[config.mk]
export PLATFORM = sky130hd
export DESIGN_NAME = clint_arbiter
export DESIGN_NICKNAME = d
export VERILOG_FILES = /design/src/rtl/clint_arbiter.sv
export SDC_FILE = /design/constraint.sdc
export NUM_CORES = 1
export LEC_CHECK = 0
export ABC_CLOCK_PERIOD_IN_PS = 9600
export CAP_MARGIN = 20
export CORE_MARGIN = 5
export CORE_UTILIZATION = 44
export CTS_CLUSTER_DIAMETER = 80
export DETAILED_ROUTE_END_ITERATION = 8
export PLACE_DENSITY = 0.86
export SYNTH_ARGS = -nofsm -noshare
export SYNTH_HDL_FRONTEND = slang
export SYNTH_SLANG_ARGS = --single-unit
[constraint.sdc]
create_clock -name i_clk -period 9.6 [get_ports i_clk]
set_clock_uncertainty 0.2 [all_clocks]
set_input_delay 1.92 -clock i_clk [delete_from_list [all_inputs] [get_ports i_clk]]
set_output_delay 1.92 -clock i_clk [all_outputs]
set_load 0.01 [all_outputs]
[src/rtl/clint_arbiter.sv]
// Two-master round-robin arbiter and sequencer in front of the CLINT register port.
// Each access is captured, range-checked, strobed to the CLINT for one cycle, then acked.
//
// state     | meaning
// ----------+--------------------------------------------------------------
// ST_IDLE   | sample requests, pick a winner, capture its access
// ST_ACCESS | single-cycle wen/ren strobe to the CLINT (suppressed if out of range)
// ST_RESP   | single-cycle ack with rdata/err to the granted master
module clint_arbiter #(
   parameter int               XLEN      = 32,
   parameter logic [XLEN-1:0]  BASE_ADDR = 32'h2000_0000,
   parameter logic [XLEN-1:0]  WIN_SIZE  = 32'h0000_C000
) (
   input  logic            i_clk,
   input  logic            i_rst,

   input  logic            i_m0_req,
   input  logic            i_m0_we,
   input  logic [XLEN-1:0] i_m0_addr,
   input  logic [XLEN-1:0] i_m0_wdata,
   output logic            o_m0_ack,
   output logic            o_m0_err,
   output logic [XLEN-1:0] o_m0_rdata,

   input  logic            i_m1_req,
   input  logic            i_m1_we,
   input  logic [XLEN-1:0] i_m1_addr,
   input  logic [XLEN-1:0] i_m1_wdata,
   output logic            o_m1_ack,
   output logic            o_m1_err,
   output logic [XLEN-1:0] o_m1_rdata,

   output logic            o_s_wen,
   output logic            o_s_ren,
   output logic [XLEN-1:0] o_s_addr,
   output logic [XLEN-1:0] o_s_wrdata,
   input  logic [XLEN-1:0] i_s_rddata,

   output logic            o_busy
);

   typedef enum logic [1:0] {
      ST_IDLE   = 2'd0,
      ST_ACCESS = 2'd1,
      ST_RESP   = 2'd2
   } state_t;

   state_t            state;
   logic              last;
   logic              gnt;
   logic              we_q;
   logic              inrange_q;

   logic              gnt_valid;
   logic              gnt_sel;
   logic              sel_we;
   logic [XLEN-1:0]   sel_addr;
   logic [XLEN-1:0]   sel_wdata;
   logic [XLEN-1:0]   sel_offset;
   logic              sel_inrange;
   logic [XLEN-1:0]   resp_data;

   always_comb begin
      gnt_valid = i_m0_req | i_m1_req;
      // On a tie the master that did not win last time goes next.
      if (i_m0_req && i_m1_req) begin
         gnt_sel = ~last;
      end else begin
         gnt_sel = i_m1_req;
      end
      sel_we      = gnt_sel ? i_m1_we    : i_m0_we;
      sel_addr    = gnt_sel ? i_m1_addr  : i_m0_addr;
      sel_wdata   = gnt_sel ? i_m1_wdata : i_m0_wdata;
      sel_offset  = sel_addr - BASE_ADDR;
      sel_inrange = (sel_addr >= BASE_ADDR) && (sel_offset < WIN_SIZE);
      resp_data   = (inrange_q && !we_q) ? i_s_rddata : '0;
   end

   always_ff @(posedge i_clk or posedge i_rst) begin
      if (i_rst) begin
         state      <= ST_IDLE;
         last       <= 1'b1;
         gnt        <= 1'b0;
         we_q       <= 1'b0;
         inrange_q  <= 1'b0;
         o_s_wen    <= 1'b0;
         o_s_ren    <= 1'b0;
         o_s_addr   <= '0;
         o_s_wrdata <= '0;
         o_m0_ack   <= 1'b0;
         o_m0_err   <= 1'b0;
         o_m0_rdata <= '0;
         o_m1_ack   <= 1'b0;
         o_m1_err   <= 1'b0;
         o_m1_rdata <= '0;
         o_busy     <= 1'b0;
      end else begin
         case (state)
            ST_IDLE: begin
               if (gnt_valid) begin
                  gnt        <= gnt_sel;
                  last       <= gnt_sel;
                  we_q       <= sel_we;
                  inrange_q  <= sel_inrange;
                  o_s_addr   <= sel_addr;
                  o_s_wrdata <= sel_wdata;
                  o_s_wen    <= sel_inrange & sel_we;
                  o_s_ren    <= sel_inrange & ~sel_we;
                  o_busy     <= 1'b1;
                  state      <= ST_ACCESS;
               end
            end

            ST_ACCESS: begin
               o_s_wen <= 1'b0;
               o_s_ren <= 1'b0;
               // Read data is sampled here, while the CLINT still sees the read address.
               if (gnt) begin
                  o_m1_ack   <= 1'b1;
                  o_m1_err   <= ~inrange_q;
                  o_m1_rdata <= resp_data;
               end else begin
                  o_m0_ack   <= 1'b1;
                  o_m0_err   <= ~inrange_q;
                  o_m0_rdata <= resp_data;
               end
               state <= ST_RESP;
            end

            ST_RESP: begin
               o_m0_ack   <= 1'b0;
               o_m0_err   <= 1'b0;
               o_m0_rdata <= '0;
               o_m1_ack   <= 1'b0;
               o_m1_err   <= 1'b0;
               o_m1_rdata <= '0;
               o_busy     <= 1'b0;
               state      <= ST_IDLE;
            end

            default: begin
               o_s_wen <= 1'b0;
               o_s_ren <= 1'b0;
               o_busy  <= 1'b0;
               state   <= ST_IDLE;
            end
         endcase
      end
   end

endmodule

==> reports/qor.yml, run 1 <==
status: "complete, no violations"
min_path_cells: 2
cts_sinks: 141
p_per_area_nw_per_um2: 246
max_cap_violations: 0
grtUsageTotal: 0.235
ctsHoldBuffers: 0
die_x_um: 128
cts_tree: "yes"
seq_power_share: 0.349
via_count: 5578
synth_seq_cells: 141
pwr-share-clk: 0.265
p_switching_uw: 832
drv_slew: 0
path_class: "in2reg"
drt-initial-drc-count: 409
totalWireLength_um: 19400
combPwrFrac: 0.386
yosys.area.top_type: "dfrtp_1"
layout-drive-gt1-share: 0.0571
min_period_ns: 4.61
cts_max_path_buffers: 2
r2r_slack_ns: 6.76
ios: 301
htreeDepth: 4
required_ns: 9.71
cpPeakStageDelay_ns: 0.81
num-fill-cells: 986
grt_antenna_before_repair: 0
grt_max_degree: 114
path_buf_inv: 2
clkTransAtPathRegs_ns: 0.06
syn_area_um2: 6090
sw_frac_of_total: 0.344
worst_slew_pin_slew_ns: 1.02
drt-pass1-iter-count: 4
netlist_top_cells_area: "dfrtp_1, mux2i_1, nand2_1"
start_util: 0.444
hold_violations: 0
grt_overflow: 0
ys.warnings.count: 0
p_int_mw: 1.59
cts_setup_buffers: 0
worst_path_max_delay_cell: "buf_4"
drc: 0
setup_violations: 0
grt_pass1_vias: 5581
ff2ff_path_depth: 5
path_depth: 6
area_growth_pct: 61.2
startpoint_type: "input pin"
core-area_um2: 13700
numPortBuffers: 300
period_share: 0.481
synth_cell_types: 39
grt_pass1_wl_um: 29800
antennaDiodeCount: 0
p_leak_nw: 4.09
timing.slew.headroom: 0.315
clk-insertion-delay-late_ns: 0.42
critical-path-top-delay-family: "buffers and inverters"
cts_buffers: 17
viasPerCell: 5.20
ant_nets: 0
cp_cell_sequence: "clkdlybuf4s50_1 -> a21boi_4 -> buf_4 -> o2111ai_1 -> o311a_1 -> o41ai_2"
end_kind: "flip-flop"
final_common_cell: "clkdlybuf4s50_1"
die_h_um: 128
cts-root-buf: "clkbuf_16"
crit_arrival_ns: 4.73
rsz0062_at_grt: "false"
syn_avg_cell_area_um2: 10.2
ir_drop_mv: 0.155
synth_top_area_share: 0.575
wire_per_inst_um: 18.1
synthesis.nets: 765
pre_cts_ws_ns: 4.56
dp_hpwl_um: 14100
fmax_ghz: 0.217
synthCells: 598
rows: 43
hold_path_class: "reg2reg"
critPathMaxFanout: 58
mostFrequentLayoutCells: "clkdlybuf4s50_1, dfrtp_1, nand2_1"
yosysSeqAreaShare: 0.579
hold_ws_ns: 0.277
place_congestion: 0.780
worst_slack_ns: 4.99
dieArea_um2: 16300
cts-resized-gates: 0
final_nets: 1047
tns_ns: 0
==> logic make-up after synthesis <==
kind of cell / count (synthesis) / synth area share
buffers and inverters: 48 / 0.0374
muxes: 65 / 0.107
DFF: 141 / 0.579
and+or+nand+nor: 197 / 0.143
AOI/OAI and AO/OA: 146 / 0.131
adders and majority gates: 1 / 0.00205
==> registers in the layout, summed over array words and instances, names as in the netlist, 2 cells and up <==
signal      count
o_s_wrdata     32
o_s_addr       32
o_m0_rdata     32
o_m1_rdata     32
state           2
==> tightest hold or removal path, delay by kind of cell, from the launching register on <==
kind               cells  cell delay [ns]
DFF                    1             0.34
AOI/OAI and AO/OA      1             0.06
and+or+nand+nor        1             0.04
==> Yosys cell counts <==
| cell type | number |
|---|---|
| dfrtp_1 | 140 |
| nand2_1 | 108 |
| nand3_1 | 68 |
| o21ai_0 | 68 |
| mux2i_1 | 65 |
| o21ai_1 | 58 |
| clkbuf_1 | 26 |
| a21oi_1 | 7 |
| buf_1 | 7 |
| buf_2 | 5 |
| buf_6 | 5 |
| inv_1 | 4 |
| nor4_1 | 4 |
| and2_1 | 3 |
| nor2_1 | 3 |
| nand2b_1 | 2 |
| nor2b_1 | 2 |
| nor3_1 | 2 |
| a211oi_1 | 1 |
| a211oi_2 | 1 |
| a21boi_4 | 1 |
| a22o_1 | 1 |
| a31oi_1 | 1 |
| buf_4 | 1 |
| dfstp_2 | 1 |
| ha_1 | 1 |
| nand3b_1 | 1 |
| nand4_1 | 1 |
| nand4b_1 | 1 |
| nor2_2 | 1 |
| nor2b_2 | 1 |
| o2111ai_1 | 1 |
| o21a_1 | 1 |
| o21ai_2 | 1 |
| o21ba_2 | 1 |
| o311a_1 | 1 |
| o31ai_1 | 1 |
| o32ai_1 | 1 |
| o41ai_2 | 1 |
==> power by group through the flow <==
stage | combinational, mW | sequential, mW | clock [mW]
after floorplan | 0.392 | 0.909 | 0
final | 0.933 | 0.844 | 0.642
after detailed placement | 0.930 | 0.853 | 0
after global placement | 0.902 | 0.844 | 0
after CTS | 0.936 | 0.846 | 0.646
after global routing | 1.01 | 0.865 | 0.675
==> through the flow <==
| stage | total power [mW] | util | cells | instance area (µm²) |
|---|---|---|---|---|
| after floorplan | 1.30 | - | 598 | 6090 |
| after global placement | 1.75 | 0.668 | 1038 | 9160 |
| after detailed placement | 1.78 | 0.670 | 1039 | 9190 |
| after CTS | 2.43 | 0.712 | 1071 | 9770 |
| after global routing | 2.55 | 0.716 | 1073 | 9820 |
| final | 2.42 | 0.716 | 1073 | 9820 |
==> cell type report <==
cell class	instances	area, µm²	area share
timing repair buffer	307	3110	0.317
clock buffer	23	498	0.0507
clock inverter	9	85.1	0.00867
tap	180	225	0.0229
sequential	141	3530	0.360
inverter	4	20.0	0.00204
multi-input combinational	409	2350	0.239
==> routing by layer <==
layer / track usage / wire length (µm) / vias to the layer above
met4: 0.0911 / 499 / 0
li1: - / - / 2657
met5: 0 / 0 / -
met2: 0.406 / 9670 / 271
met3: 0.0833 / 2030 / 33
met1: 0.268 / 7210 / 2617
==> final timing paths <==
check,from,to
hold reg to reg,o_s_addr[23]$_DFFE_PP0P_,o_s_addr[23]$_DFFE_PP0P_
setup reg to reg,last$_DFFE_PP1P_,o_s_wen$_DFFE_PP0P_
setup / recovery,i_m1_req,o_s_wen$_DFFE_PP0P_
hold / removal,o_s_addr[23]$_DFFE_PP0P_,o_s_addr[23]$_DFFE_PP0P_
min in group asynchronous,i_rst,o_m0_rdata[9]$_DFFE_PP0P_
max in group asynchronous,i_rst,last$_DFFE_PP1P_
Power figures use the tool's default switching activity.
==> run 2, diff against run 1 <==
==> config.mk (replaced) <==
export PLATFORM = sky130hd
export DESIGN_NAME = clint_arbiter
export DESIGN_NICKNAME = d
export VERILOG_FILES = /design/src/rtl/clint_arbiter.sv
export SDC_FILE = /design/constraint.sdc
export NUM_CORES = 1
export LEC_CHECK = 0
export ABC_CLOCK_PERIOD_IN_PS = 4200
export CAP_MARGIN = 20
export CORE_MARGIN = 5
export CORE_UTILIZATION = 37
export CTS_CLUSTER_DIAMETER = 80
export DETAILED_ROUTE_END_ITERATION = 8
export PLACE_DENSITY = 0.78
export SYNTH_ARGS = -nofsm -noshare
export SYNTH_HDL_FRONTEND = slang
export SYNTH_SLANG_ARGS = --single-unit
==> constraint.sdc (replaced) <==
create_clock -name i_clk -period 4.2 [get_ports i_clk]
set_clock_uncertainty 0.2 [all_clocks]
set_input_delay 0.84 -clock i_clk [delete_from_list [all_inputs] [get_ports i_clk]]
set_output_delay 0.84 -clock i_clk [all_outputs]
set_load 0.01 [all_outputs]
==> reports/qor.yml, run 2 (synthesized netlist as in run 1, its figures left out) <==
grtUsageTotal: 0.193
hold_violations: 0
cts_tree: "yes"
startpoint_type: "input pin"
cts-resized-gates: 0
tns_ns: 0
via_count: 5446
final_nets: 1049
grt_overflow: 0
ant_nets: 0
total_power_mw: 5.60
ctsHoldBuffers: 0
totalWireLength_um: 18900
die_h_um: 138
mostFrequentLayoutCells: "clkdlybuf4s50_1, dfrtp_1, nand2_1"
numPortBuffers: 300
critPathMaxFanout: 4
core-area_um2: 16300
period_share: 0.707
place_area_um2: 9300
antennaDiodeCount: 0
wire_per_inst_um: 16.9
worst_slack_ns: 1.23
cts_setup_buffers: 0
dp_hpwl_um: 14200
drv_slew: 0
worst_slew_pin_slew_ns: 0.526
dieArea_um2: 19100
timing.slew.headroom: 0.649
pre_cts_ws_ns: 0.798
final_common_cell: "clkdlybuf4s50_1"
path_class: "in2reg"
end_kind: "flip-flop"
clk-insertion-delay-late_ns: 0.42
ir_drop_mv: 0.368
die_x_um: 138
htreeDepth: 4
layout-drive-gt1-share: 0.0603
crit_path_start: "i_m1_req"
rr_startpoint: "last$_DFFE_PP1P_"
viasPerCell: 4.88
start_util: 0.373
rows: 47
grt_pass1_vias: 5380
cts_sinks: 141
hold_path_class: "reg2reg"
drc: 0
required_ns: 4.30
ios: 301
max_cap_violations: 0
drt-pass1-iter-count: 4
p_per_area_nw_per_um2: 564
cts_buffers: 17
rsz0062_at_grt: "false"
cts-root-buf: "clkbuf_16"
setup_violations: 0
grt_pass1_wl_um: 29500
grt_max_degree: 134
clkTransAtPathRegs_ns: 0.06
fmax_ghz: 0.337
p_leak_nw: 4.12
min_period_ns: 2.97
final_design_area_no_fill_um2: 9940
crit_arrival_ns: 3.08
hp-start: "o_s_addr[24]$_DFFE_PP0P_"
area_growth_pct: 63.2
status: "complete, no violations"
place_congestion: 0.805
grt_antenna_before_repair: 0
drt-initial-drc-count: 152
cts_max_path_buffers: 2
## run 2: cell types whose count changed in the layout (fill, tap and decap cells not counted), moves of 2 or more
cell and change:
buf_4 -3, buf_12 +6, clkbuf_8 -5, buf_16 -2
inv_8 +3, inv_6 +4
## run 2: stage by stage
stage	instances	utilization	hold slack, ns
6_report	1115	0.608	0.276
5_1_grt	1115	0.608	0.294
4_1_cts	1113	0.605	0.280
3_5_place_dp	1081	0.569	0.263
3_3_place_gp	1079	0.567	0.259
2_1_floorplan	598	-	0.243
## run 2: critical path, cell delays in order
cell,delay (ns)
clkdlybuf4s50_1,0.57
a21boi_4,0.31
mux2i_1,0.28
ha_1,0.24
and2_1,0.14
o2111ai_1,0.13
o311a_1,0.20
o41ai_2,0.35
## run 2: path summary, 6_finish.rpt
| kind | end | slack (ns) | cells past startpoint |
|---|---|---|---|
| max in group asynchronous | state[0]$_DFFE_PP0N_ | 2.57 | 3 |
| min reg2reg | o_s_addr[24]$_DFFE_PP0P_ | 0.28 | 2 |
| max | o_s_wen$_DFFE_PP0P_ | 1.23 | 8 |
| max reg2reg | o_s_wen$_DFFE_PP0P_ | 1.89 | 7 |
| min | o_s_addr[24]$_DFFE_PP0P_ | 0.28 | 2 |
| min in group asynchronous | o_s_addr[19]$_DFFE_PP0P_ | 0.55 | 2 |
## run 2: final cells by class
type                       count  area (µm²)
fill                        1411        6410
timing repair buffer         309        3170
clock buffer                  17         425
multi-input combinational    409        2350
sequential                   141        3530
clock inverter                15         173
tap                          220         275
inverter                       4        18.8
## run 2: power by group
part           switching (mW)  internal [mW]
Combinational            1.11           1.03
Clock                   0.635          0.895
Sequential              0.206           1.72
## run 2: layer usage
layer,global-route usage,share of wire,vias to the layer above
li1,-,-,2666
met1,0.226,0.40,2543
met2,0.331,0.50,216
met3,0.0704,0.086,21
met4,0.0634,0.016,0
met5,0,0,-
